`src/rtl/pipe_skid_buf.sv`:
```
// Pipeline stage register with a valid/ready handshake and a 2-entry skid buffer.
// Upstream ready is registered, so no combinational ready path crosses stages.
// Also provides a synchronous flush and a saturating downstream-stall counter.
module pipe_skid_buf #(
  parameter int DATA_W     = 32,
  parameter bit CLEAR_DATA = 1'b1,
  parameter int CNT_W      = 16
) (
  input  logic              clk_i,
  input  logic              rst_i,
  input  logic              flush_i,
  input  logic              in_valid_i,
  output logic              in_ready_o,
  input  logic [DATA_W-1:0] in_data_i,
  output logic              out_valid_o,
  input  logic              out_ready_i,
  output logic [DATA_W-1:0] out_data_o,
  output logic [1:0]        count_o,
  output logic [CNT_W-1:0]  stall_cnt_o
);

  // The encoding doubles as the occupancy reported on count_o.
  typedef enum logic [1:0] {
    ST_EMPTY = 2'd0,
    ST_BUSY  = 2'd1,
    ST_FULL  = 2'd2
  } state_t;

  localparam logic [CNT_W-1:0] CNT_MAX = '1;

  state_t             r_state;
  state_t             w_state_next;
  logic               r_in_ready;
  logic [DATA_W-1:0]  r_main_d;
  logic [DATA_W-1:0]  r_skid_d;
  logic [DATA_W-1:0]  w_main_d_next;
  logic [DATA_W-1:0]  w_skid_d_next;
  logic [CNT_W-1:0]   r_stall_cnt;
  logic               w_acc;
  logic               w_pop;
  logic               w_main_v;

  // The main entry is valid in BUSY and FULL. The skid entry is valid only in FULL.
  assign w_main_v    = (r_state != ST_EMPTY);
  assign w_acc       = in_valid_i && r_in_ready;
  assign w_pop       = w_main_v && out_ready_i;

  assign out_valid_o = w_main_v;
  assign out_data_o  = r_main_d;
  assign in_ready_o  = r_in_ready;
  assign count_o     = r_state;
  assign stall_cnt_o = r_stall_cnt;

  // Next-state and data-path selection. The skid entry only refills main and never bypasses it.
  always_comb begin
    w_state_next  = r_state;
    w_main_d_next = r_main_d;
    w_skid_d_next = r_skid_d;
    case (r_state)
      ST_EMPTY: begin
        if (w_acc) begin
          w_state_next  = ST_BUSY;
          w_main_d_next = in_data_i;
        end
      end
      ST_BUSY: begin
        if (w_acc && !w_pop) begin
          w_state_next  = ST_FULL;
          w_skid_d_next = in_data_i;
        end else if (!w_acc && w_pop) begin
          w_state_next  = ST_EMPTY;
        end else if (w_acc && w_pop) begin
          w_main_d_next = in_data_i;
        end
      end
      ST_FULL: begin
        // Ready is low here, so only a pop can change the state.
        if (w_pop) begin
          w_state_next  = ST_BUSY;
          w_main_d_next = r_skid_d;
        end
      end
      default: begin
        w_state_next = ST_EMPTY;
      end
    endcase
    // Flush empties the stage and drops this cycle's input beat. A concurrent pop still completes downstream.
    if (flush_i) begin
      w_state_next = ST_EMPTY;
      if (CLEAR_DATA) begin
        w_main_d_next = '0;
        w_skid_d_next = '0;
      end else begin
        w_main_d_next = r_main_d;
        w_skid_d_next = r_skid_d;
      end
    end
  end

  // State and registered ready. Ready stays low while in reset and rises on the first edge after reset.
  always_ff @(posedge clk_i or posedge rst_i) begin
    if (rst_i) begin
      r_state    <= ST_EMPTY;
      r_in_ready <= 1'b0;
    end else begin
      r_state    <= w_state_next;
      r_in_ready <= (w_state_next != ST_FULL);
    end
  end

  // Payload registers. They are either cleared by reset or left untouched, depending on CLEAR_DATA.
  generate
    if (CLEAR_DATA) begin : g_data_clr
      // Payload registers with reset to zero.
      always_ff @(posedge clk_i or posedge rst_i) begin
        if (rst_i) begin
          r_main_d <= '0;
          r_skid_d <= '0;
        end else begin
          r_main_d <= w_main_d_next;
          r_skid_d <= w_skid_d_next;
        end
      end
    end else begin : g_data_keep
      // Payload registers without reset. Their contents are meaningless while the valid bits are clear.
      always_ff @(posedge clk_i) begin
        r_main_d <= w_main_d_next;
        r_skid_d <= w_skid_d_next;
      end
    end
  endgenerate

  // Count cycles where a valid beat is held off by downstream, saturating at all-ones. Flush does not clear it.
  always_ff @(posedge clk_i or posedge rst_i) begin
    if (rst_i) begin
      r_stall_cnt <= '0;
    end else if (w_main_v && !out_ready_i && (r_stall_cnt != CNT_MAX)) begin
      r_stall_cnt <= r_stall_cnt + 1'b1;
    end
  end

endmodule

```
`config.mk`:
```
export PLATFORM = sky130hd
export DESIGN_NAME = pipe_skid_buf
export DESIGN_NICKNAME = d
export VERILOG_FILES = /design/src/rtl/pipe_skid_buf.sv
export SDC_FILE = /design/constraint.sdc
export NUM_CORES = 1
export LEC_CHECK = 0
export CORE_MARGIN = 2
export CORE_UTILIZATION = 50
export CTS_CLUSTER_DIAMETER = 150
export DETAILED_ROUTE_END_ITERATION = 12
export GPL_TIMING_DRIVEN = 0
export PLACE_DENSITY = 0.78
export SYNTH_ARGS = -nofsm -noshare
export SYNTH_HDL_FRONTEND = slang
export SYNTH_SLANG_ARGS = --single-unit
export TNS_END_PERCENT = 10
```
`constraint.sdc`:
```
create_clock -name clk_i -period 8.1 [get_ports clk_i]
set_clock_uncertainty 0.15 [all_clocks]
set_input_delay 2.025 -clock clk_i [delete_from_list [all_inputs] [get_ports clk_i]]
set_output_delay 2.025 -clock clk_i [all_outputs]
set_load 0.02 [all_outputs]
```
## After elaboration in Yosys (flattened, before gate mapping)

Index checks and enable logic that the tools add are counted.

| cells by class | value |
|---|---|
| add/sub/neg operators | 1 |
| eq/ne operators | 9 |
| muxes and demuxes | 16 |
| reductions and logical operators | 17 |

Operator list:

| kind | count |
|---|---|
| 32-bit two-way mux | 9 |
| 32-bit one-hot mux with 3 select lines | 1 |
| 16-bit by 1-bit adder with 16-bit output, second input constant | 1 |
| 16-bit inequality test, second input constant | 1 |
| 3-bit inequality test, second input constant | 5 |
| 2-bit two-way mux | 5 |
| 1-bit logical AND | 7 |
| 2-bit one-hot mux with 3 select lines | 1 |
| 6-bit AND reduction | 1 |
| 2-bit nonzero test | 3 |
| 4-bit nonzero test | 1 |
| 1-bit logical NOT | 3 |
| 2-bit by 1-bit == test with 1-bit output, second input constant | 1 |
| 2-bit == test, second input constant | 1 |
| 2-bit logical NOT | 1 |
| 2-bit inequality test, second input constant | 1 |
| 2-bit AND reduction | 1 |

| word-level totals | value |
|---|---|
| bits in registers | 83 |
| input bits | 37 |
| output and inout bits | 52 |
| word-level logic and storage cells | 48 |

## Logic depth before layout (Yosys ltp)

Gate-level depths: netlist (run 1).

| depth | value |
|---|---|
| word-level depth | 8 |
| depth in mapped cells | 9 |
| gate-level depth less buffers | 6 |

## Worst setup path after synthesis (run 1)

No wires, ideal clock.

| timing path | value |
|---|---|
| kind | input -> register |
| from | input port out_ready_i |
| to | register r_main_d[10] (netlist: out_data_o[10]) |
| library setup time | 140 ps |
| arrival | 3240 ps |
| setup slack | 4571 ps |
| stages | 7 |
| path buffers | 3 |
| path through | buf_2 nand2b_1 a311o_1 buf_2 buf_2 a221oi_2 a311oi_1 |

| between the ends | value |
|---|---|
| word-level cells in the longest chain between the ends | 5 |
| elaborated cells on any way between the ends | 10 |
| classes of those cells | eq/ne (4); reduce/logical (6) |

RTL lines:

| what | line | text |
|---|---|---|
| start, declared | 16 | `input logic out_ready_i,` |
| 1-bit logical AND (*) | 46 | `assign w_pop = w_main_v && out_ready_i;` |
| 1-bit logical NOT | 67 | `if (w_acc && !w_pop) begin` |
| 1-bit logical AND | 67 |  |
| 3-bit inequality test (no line) | n/a |  |
| 6-bit AND reduction (no line) (*) | n/a |  |
| end signal, assigned | 120 | `r_main_d <= w_main_d_next;` |
| end, declared | 34 | `logic [DATA_W-1:0] r_main_d;` |

Mark *: on every way between the ends. The rest lies on a longest branch, timed or not.
A chain may end at the register's enable or synchronous reset.

## Final worst setup path (run 1)

| timing path | value |
|---|---|
| from | register r_state[0] (netlist: count_o[0]) |
| to | output port out_valid_o |

| between the ends | value |
|---|---|
| word-level cells in the longest chain between the ends | 1 |

RTL lines:

| what | line | text |
|---|---|---|
| start, declared | 31 | `state_t r_state;` |
| start signal, assigned | 106 | `r_state <= w_state_next;` |
| 2-bit nonzero test | 44 | `assign w_main_v = (r_state != ST_EMPTY);` |
| end, declared | 15 | `output logic out_valid_o,` |

Every way passes these cells.

==> results.md, run 1 <==
- Fin nets: ~570
- Pin count of the biggest net entering global routing: 54
- Most frequent CP cell: inv_1
- Max incr delay on CP: 0.64 ns
- Register area share after synthesis: 0.4827
- Final Hold Viols: 0
- RD Place Congestion: 0.8195
- Top cells by count, synth: dfrtp_1, nand2_1, inv_1
- Least-Margin Pin Slew: 0.7078 ns
- Syn. warnings: 0
- Diode count: 0
- CTS tree: yes
- Final WS setup: between 3 and 4 ns
- # DRC: 0
- Via count: 3544
- Starting density of the core: 0.5185
- Critical Path AT: 2.04 ns
- Top cell type's share of synthesized area: 0.4827
- Crit path launch type: flop
- TritonCTS buffer count: 9
- Primary FF master, synth: dfrtp_1
- Post-Syn Area: approximately 4300 µm²
- Clock Pin Slew Worst Setup and Hold Paths: 0.09 ns
- Distinct cells, synth: 40
- Total gr overflow: 0
- WL/cell: around 16 µm
- Worst hold path type: flop to flop
- DIE HEIGHT: ~97 µm
- Minimum clock period: 4.214 ns
- Die width: 96.77 µm
- Dominant cells by area after synthesis: dfrtp_1, a221oi_2, a311oi_1
- Syn-to-layout area delta: 29.28%
- IO buf count: 87
- Worst hold stages: 1
- Clk_lat worst skew: 0.35 ns
- CTS Root Cell: clkbuf_8
- Rel. slew slack: 0.5281
- Crit path required time: 5.93 ns
- Async set or reset register ratio after synthesis: 1.000
- Avg Cell Area, Syn: between 10 and 15 µm²
- DP HPWL: 7040 µm
- Vias per inst: between 5 and 6
- Setup slack at placement: between 4 and 5 ns
- CTS resizes: 0
- Hold buffer count at CTS: 0
- Fmax: 237.3 MHz
- Total leakage power: 2.249 nW
- Tot GR Track Use: 0.2179
- Top-count cell post-synth: dfrtp_1
- Reg2reg path depth: 7
- Syn Nets: 466
- Setup TNS: 0 ns
- Max H-tree Level: 3
- Final WL: 10130 µm
- Row cnt: 33
- Multi-input logic area: 1874 µm²
- CTS sink cnt: 83
- Post-Synthesis Cells: 424
- Post-synth EDFFs: 0
- Layout cell share with drive strength beyond 1: 0.1212
- Status: complete, no violations
- Cell Chain, Critical Path: inv_1 > ha_1 > inv_1 > clkdlybuf4s50_1
- Vias in the first global route: about 3400
- Power per cell area: around 220 nW/µm²
- Core ar.: 8299 µm²
- Finished Core Util: 0.6703
- WS Path Type: flop to output pin
- Max clock buf depth: 2
- First-pass GRT wire length: ~17000 µm
- Reg area: 2077 µm²
- Post-CTS setup buffers: 0
- CP max stage cell: clkdlybuf4s50_1
- Synth area leader: dfrtp_1
- Slew Limit Fails: 0
- Top Ports: about 90
- Max_cap viols: 0
- DRT Pass-1 Iters: 4
- RSZ-0062 raised after global routing: false
- Worst Setup End Kind: output pin
- Routed Antenna Nets: 0
- Die area: roughly 9400 µm²
- Seq cells post-synth: 83
- Worst Path Max Fanout: 7
- Initial DRC Count: 138
- Final setup viols: 0
- Tcrit/Tclk final: 0.5202
- Max IR drop VDD: between 0.09 and 0.1 mV
- Layout fillers: roughly 670
- Initial antenna violation count: 0
[worst max-delay path: cells and delay by family, from the launching register on]
family                     cells  cell delay (ns)
DFF                            1             0.44
buffers and inverters          3             0.95
adders and majority gates      1             0.29
[stage by stage]
step / std cells / hold slack (ns) / power, mW / area [µm²]
floorplan: 424 / 0.3457 / 0.7296 / 4303
global placement: 616 / 0.3274 / 0.8817 / 5305
detailed placement: 617 / 0.3405 / 0.8929 / 5335
CTS: 633 / 0.3533 / 1.232 / 5563
global route: 633 / 0.3682 / 1.283 / 5563
finish: 633 / 0.3469 / 1.224 / 5563
[where the power goes]
| group | total, mW | switching [mW] | internal (mW) |
|---|---|---|---|
| sequential | 0.508 | 0.0415 | 0.466 |
| combinational | 0.377 | 0.202 | 0.174 |
| clock | 0.340 | 0.149 | 0.190 |
[routing by layer]
| layer | up-vias | GRT usage | share of wire |
|---|---|---|---|
| met3 | 11 | 0.03396 | 0.044 |
| met2 | 88 | 0.3488 | 0.48 |
| met4 | 0 | 0.06067 | 0.010 |
| met5 | - | 0 | 0 |
| li1 | 1705 | - | - |
| met1 | 1740 | 0.3102 | 0.47 |
[final cells by class]
class	instances	area share
buffer	36	0.03621
clock buffer	12	0.02789
clock inverter	4	0.01305
inverter	40	0.02744
multi-input combinational	265	0.3369
sequential	83	0.3734
tap	105	0.02362
timing repair buffer	88	0.1615
[state kept, by name, indices dropped and copies added, names as in the netlist]
register / cells
stall_cnt_o: 16
count_o: 2
out_data_o: 32
in_ready_o: 1
r_skid_d: 32
[cells by family after synthesis]
family,Yosys count,share of synthesized area
AND/OR/NAND/NOR,137,0.1608
AO/OA/AOI/OAI,107,0.2271
flip-flops,83,0.4827
buffers and inverters,76,0.08171
XOR/XNOR,15,0.03053
adder cells (fa/ha/maj),5,0.01454
multiplexers,1,0.002617
[worst paths after layout]
check | slack [ns] | from | endpoint
setup / recovery | 3.89 | count_o[0] | out_valid_o
hold reg to reg | 0.35 | stall_cnt_o[9] | stall_cnt_o[9]
setup reg to reg | 5.51 | count_o[0] | out_data_o[28]
max in group asynchronous | 5.32 | rst_i | out_data_o[9]
hold / removal | 0.35 | stall_cnt_o[9] | stall_cnt_o[9]
min in group asynchronous | 1.89 | rst_i | out_data_o[23]
[cell usage in the layout, fill, tap and decap left out, types with 2 or more instances in the layout]
cell / Yosys / final
clkbuf_1: 23 / 24
a221oi_2: 28 / 28
nand2_1: 69 / 69
clkbuf_8: 0 / 11
nor4_1: 2 / 2
inv_1: 40 / 39
clkdlybuf4s50_1: 0 / 87
nor3_1: 2 / 2
xor2_1: 7 / 7
nand3_1: 8 / 8
a21oi_1: 34 / 34
buf_2: 5 / 5
dfrtp_1: 83 / 83
bufinv_16: 0 / 2
a221oi_1: 5 / 5
xnor2_1: 8 / 8
or3_1: 2 / 2
nand4_1: 6 / 6
buf_6: 8 / 8
a311oi_1: 32 / 32
ha_1: 5 / 5
and2_1: 22 / 22
nor2_1: 5 / 5
nor2b_1: 11 / 11
Note: power is estimated with default switching activity, not from simulation.
==> run 2, diff against run 1 <==
--- a/config.mk
+++ b/config.mk
@@ -6,11 +6,11 @@
 export NUM_CORES = 1
 export LEC_CHECK = 0
 export CORE_MARGIN = 2
-export CORE_UTILIZATION = 50
+export CORE_UTILIZATION = 47
 export CTS_CLUSTER_DIAMETER = 150
 export DETAILED_ROUTE_END_ITERATION = 12
 export GPL_TIMING_DRIVEN = 0
-export PLACE_DENSITY = 0.78
+export PLACE_DENSITY = 0.77
 export SYNTH_ARGS = -nofsm -noshare
 export SYNTH_HDL_FRONTEND = slang
 export SYNTH_SLANG_ARGS = --single-unit
==> constraint.sdc (replaced) <==
create_clock -name clk_i -period 3.84 [get_ports clk_i]
set_clock_uncertainty 0.15 [all_clocks]
set_input_delay 0.96 -clock clk_i [delete_from_list [all_inputs] [get_ports clk_i]]
set_output_delay 0.96 -clock clk_i [all_outputs]
set_load 0.02 [all_outputs]
==> run 2 against run 1 <==
Compared with the run above: clock power up 98%; combinational power grew 110%; flip-flop and latch count unchanged; sequential power is 110% higher; critical path type unchanged.
==> results.md, run 2 (same netlist as run 1, synthesis figures left out) <==
- # DRC: 0 (unchanged)
- Placed cells: 620 (+0.49%)
- Initial DRC Count: 115 (-17%)
- Commonest non-fill, non-tap cell in the layout: clkdlybuf4s50_1
- Routed Antenna Nets: 0 (unchanged)
- RD Place Congestion: 0.8483 (+3.5%)
- Power per cell area: 458.7 nW/µm² (+110%)
- DIE HEIGHT: 99.68 µm (+3.0%)
- CP top delay family: buffers and inverters
- Pint: 1.714 mW (+110%)
- HP Start: stall_cnt_o[9]
- Reg area: 2077 µm² (unchanged)
- Tcrit/Tclk final: 0.8153
- Core ar.: 8806 µm² (+6.1%)
- Most frequent CP cell: inv_1
- Clock Pin Slew Worst Setup and Hold Paths: 0.08 ns (about the same)
- Worst Setup End Kind: output pin
- Critical path depth: 4 (unchanged)
- Sw frac: 0.3260 (+0.004877)
- Tot GR Track Use: 0.2213 (+0.003469)
- Least-Margin Pin Slew: 0.7154 ns (+0.007528 ns)
- Pin count of the biggest net entering global routing: 60 (+11%)
- TritonCTS buffer count: 9 (unchanged)
- Syn-to-layout area delta: 28.87%
- Worst hold stages: 1 (unchanged)
- Row cnt: 34 (+3.0%)
- Crit path buf inv count: 3 (unchanged)
- Crit path launch type: flop
- Hold buffer count at CTS: 0 (unchanged)
- DP HPWL: 7300 µm (+3.7%)
- CTS sink cnt: 83 (unchanged)
- CP max stage cell: clkdlybuf4s50_1
- Vias per inst: 5.597 (about the same)
- IO buf count: 87 (unchanged)
- Share of total power in the clock network: 0.265 (-0.012)
- Max incr delay on CP: 0.64 ns (about the same)
- Final Hold Viols: 0 (unchanged)
- Fin nets: 565 (unchanged)
- Slew Limit Fails: 0 (unchanged)
- Clk_lat worst skew: 0.35 ns (about the same)
- Cell Chain, Critical Path: inv_1 > ha_1 > inv_1 > clkdlybuf4s50_1
- Layout fillers: 739 (+10%)
- Crit path required time: 2.73 ns (-3.20 ns)
- WS Path Type: flop to output pin
- Minimum clock period: ~3.1 ns
- CTS tree: yes
- Worst r2r dst: out_data_o[29]
- Finished Core Util: 0.6297 (-0.04056)
- NetSw: 0.8293 mW (+110%)
- Rel. slew slack: 0.5231 (-0.005018)
- Total leakage power: 2.243 nW (-0.29%)
- Initial antenna violation count: 0 (unchanged)
- Vias in the first global route: 3578 (+4.0%)
- Critical Path AT: 2.02 ns (-0.02 ns)
- Via count: 3554 (+0.28%)
- Reg2reg path depth: 7 (unchanged)
- Layout cell share with drive strength beyond 1: 0.1195 (-0.001668)
- Max IR drop VDD: 0.2492 mV (+150%)
- Max H-tree Level: 3 (unchanged)
- Worst Path Max Fanout: 7 (unchanged)
- Total gr overflow: 0 (unchanged)
- CTS resizes: 0 (unchanged)
- Starting density of the core: 0.4886 (-0.02984)
- Logic pwr share: 0.314 (+0.006)
- Sequential Power Share: 0.422 (+0.007)
- Max clock buf depth: 2 (unchanged)
- Worst R2R Setup Slack: 1.26 ns (-4.25 ns)
- Fmax: 319.4 MHz
- Setup TNS: 0 ns (unchanged)
- Setup slack at placement: 0.8187 ns (-3.194 ns)
- Fin cells: 635 (+0.32%)
- Most frequent cells in the layout: clkdlybuf4s50_1, dfrtp_1, nand2_1
- Die area: 9936 µm² (+6.1%)
- Top Ports: 89 (unchanged)
- Final setup viols: 0 (unchanged)
- Status: complete, no violations
- Max_cap viols: 0 (unchanged)
- Multi-input logic area: 1874 µm² (unchanged)
- Die width: 99.68 µm (+3.0%)
- Reg-to-Reg Start: count_o[0]
- WL/cell: 16.37 µm (+2.3%)
- Final WS setup: 0.7094 ns (-3.177 ns)
- Final WL: 10400 µm (+2.6%)
- Hold path endpoint: stall_cnt_o[9]
- Post-CTS setup buffers: 0 (unchanged)
- CTS Root Cell: clkbuf_8
- Diode count: 0 (unchanged)
- RSZ-0062 raised after global routing: false
- First-pass GRT wire length: 17510 µm (+4.6%)
- Worst hold path type: flop to flop
- Total design power: 2.544 mW (+110%)
- DRT Pass-1 Iters: 4 (unchanged)
run 2: changes by cell type in the layout (fill, tap and decap cells not counted), sizes merged:
cell      change
clkbuf        -2
clkinv        +2
clkinvlp      -1
run 2: worst register-to-register path, stage by stage, from the launching register on:
cell	delay [ns]
dfrtp_1	0.44
inv_1	0.14
ha_1	0.18
buf_6	0.14
clkbuf_1	0.39
clkbuf_1	0.53
a221oi_1	0.23
a311oi_1	0.29
run 2: worst max-delay path by stage:
stage	slack [ns]	from	end
after floorplan	0.59	rst_i	count_o[0]
after global placement	-0.72	rst_i	out_data_o[2]
after detailed placement	0.82	in_valid_i	out_data_o[24]
after CTS	0.69	count_o[0]	out_valid_o
after global routing	0.59	count_o[0]	out_valid_o
final	0.71	count_o[0]	out_valid_o
run 2: cell type report:
class,count,share of cell area
flip-flops and latches,83,0.3745
multi-input cells,265,0.3380
repair buffers,88,0.1620
plain buffers,36,0.03633
inverters,40,0.02753
well taps,108,0.02437
clock buffers,10,0.02301
clock inverters,5,0.01421
run 2: per-stage QoR:
stage | area, µm² | hold WS [ns]
2_1_floorplan | 4303 | 0.3457
3_3_place_gp | 5309 | 0.3303
3_5_place_dp | 5339 | 0.3409
4_1_cts | 5545 | 0.3540
5_1_grt | 5545 | 0.3666
6_report | 5545 | 0.3450
run 2: layer usage:
layer	global-route usage	part of all wire
met2	0.3555	0.50
met1	0.3147	0.45
met4	0.06006	0.012
met3	0.03373	0.041
met5	0	0
run 2: power groups by stage:
stage                     clock [mW]  combinational [mW]  sequential [mW]
after floorplan                    0               0.351             1.19
after global placement             0               0.781             1.08
after detailed placement           0               0.800             1.09
after CTS                      0.687               0.803             1.07
after global routing           0.729               0.862             1.09
final                          0.674               0.798             1.07
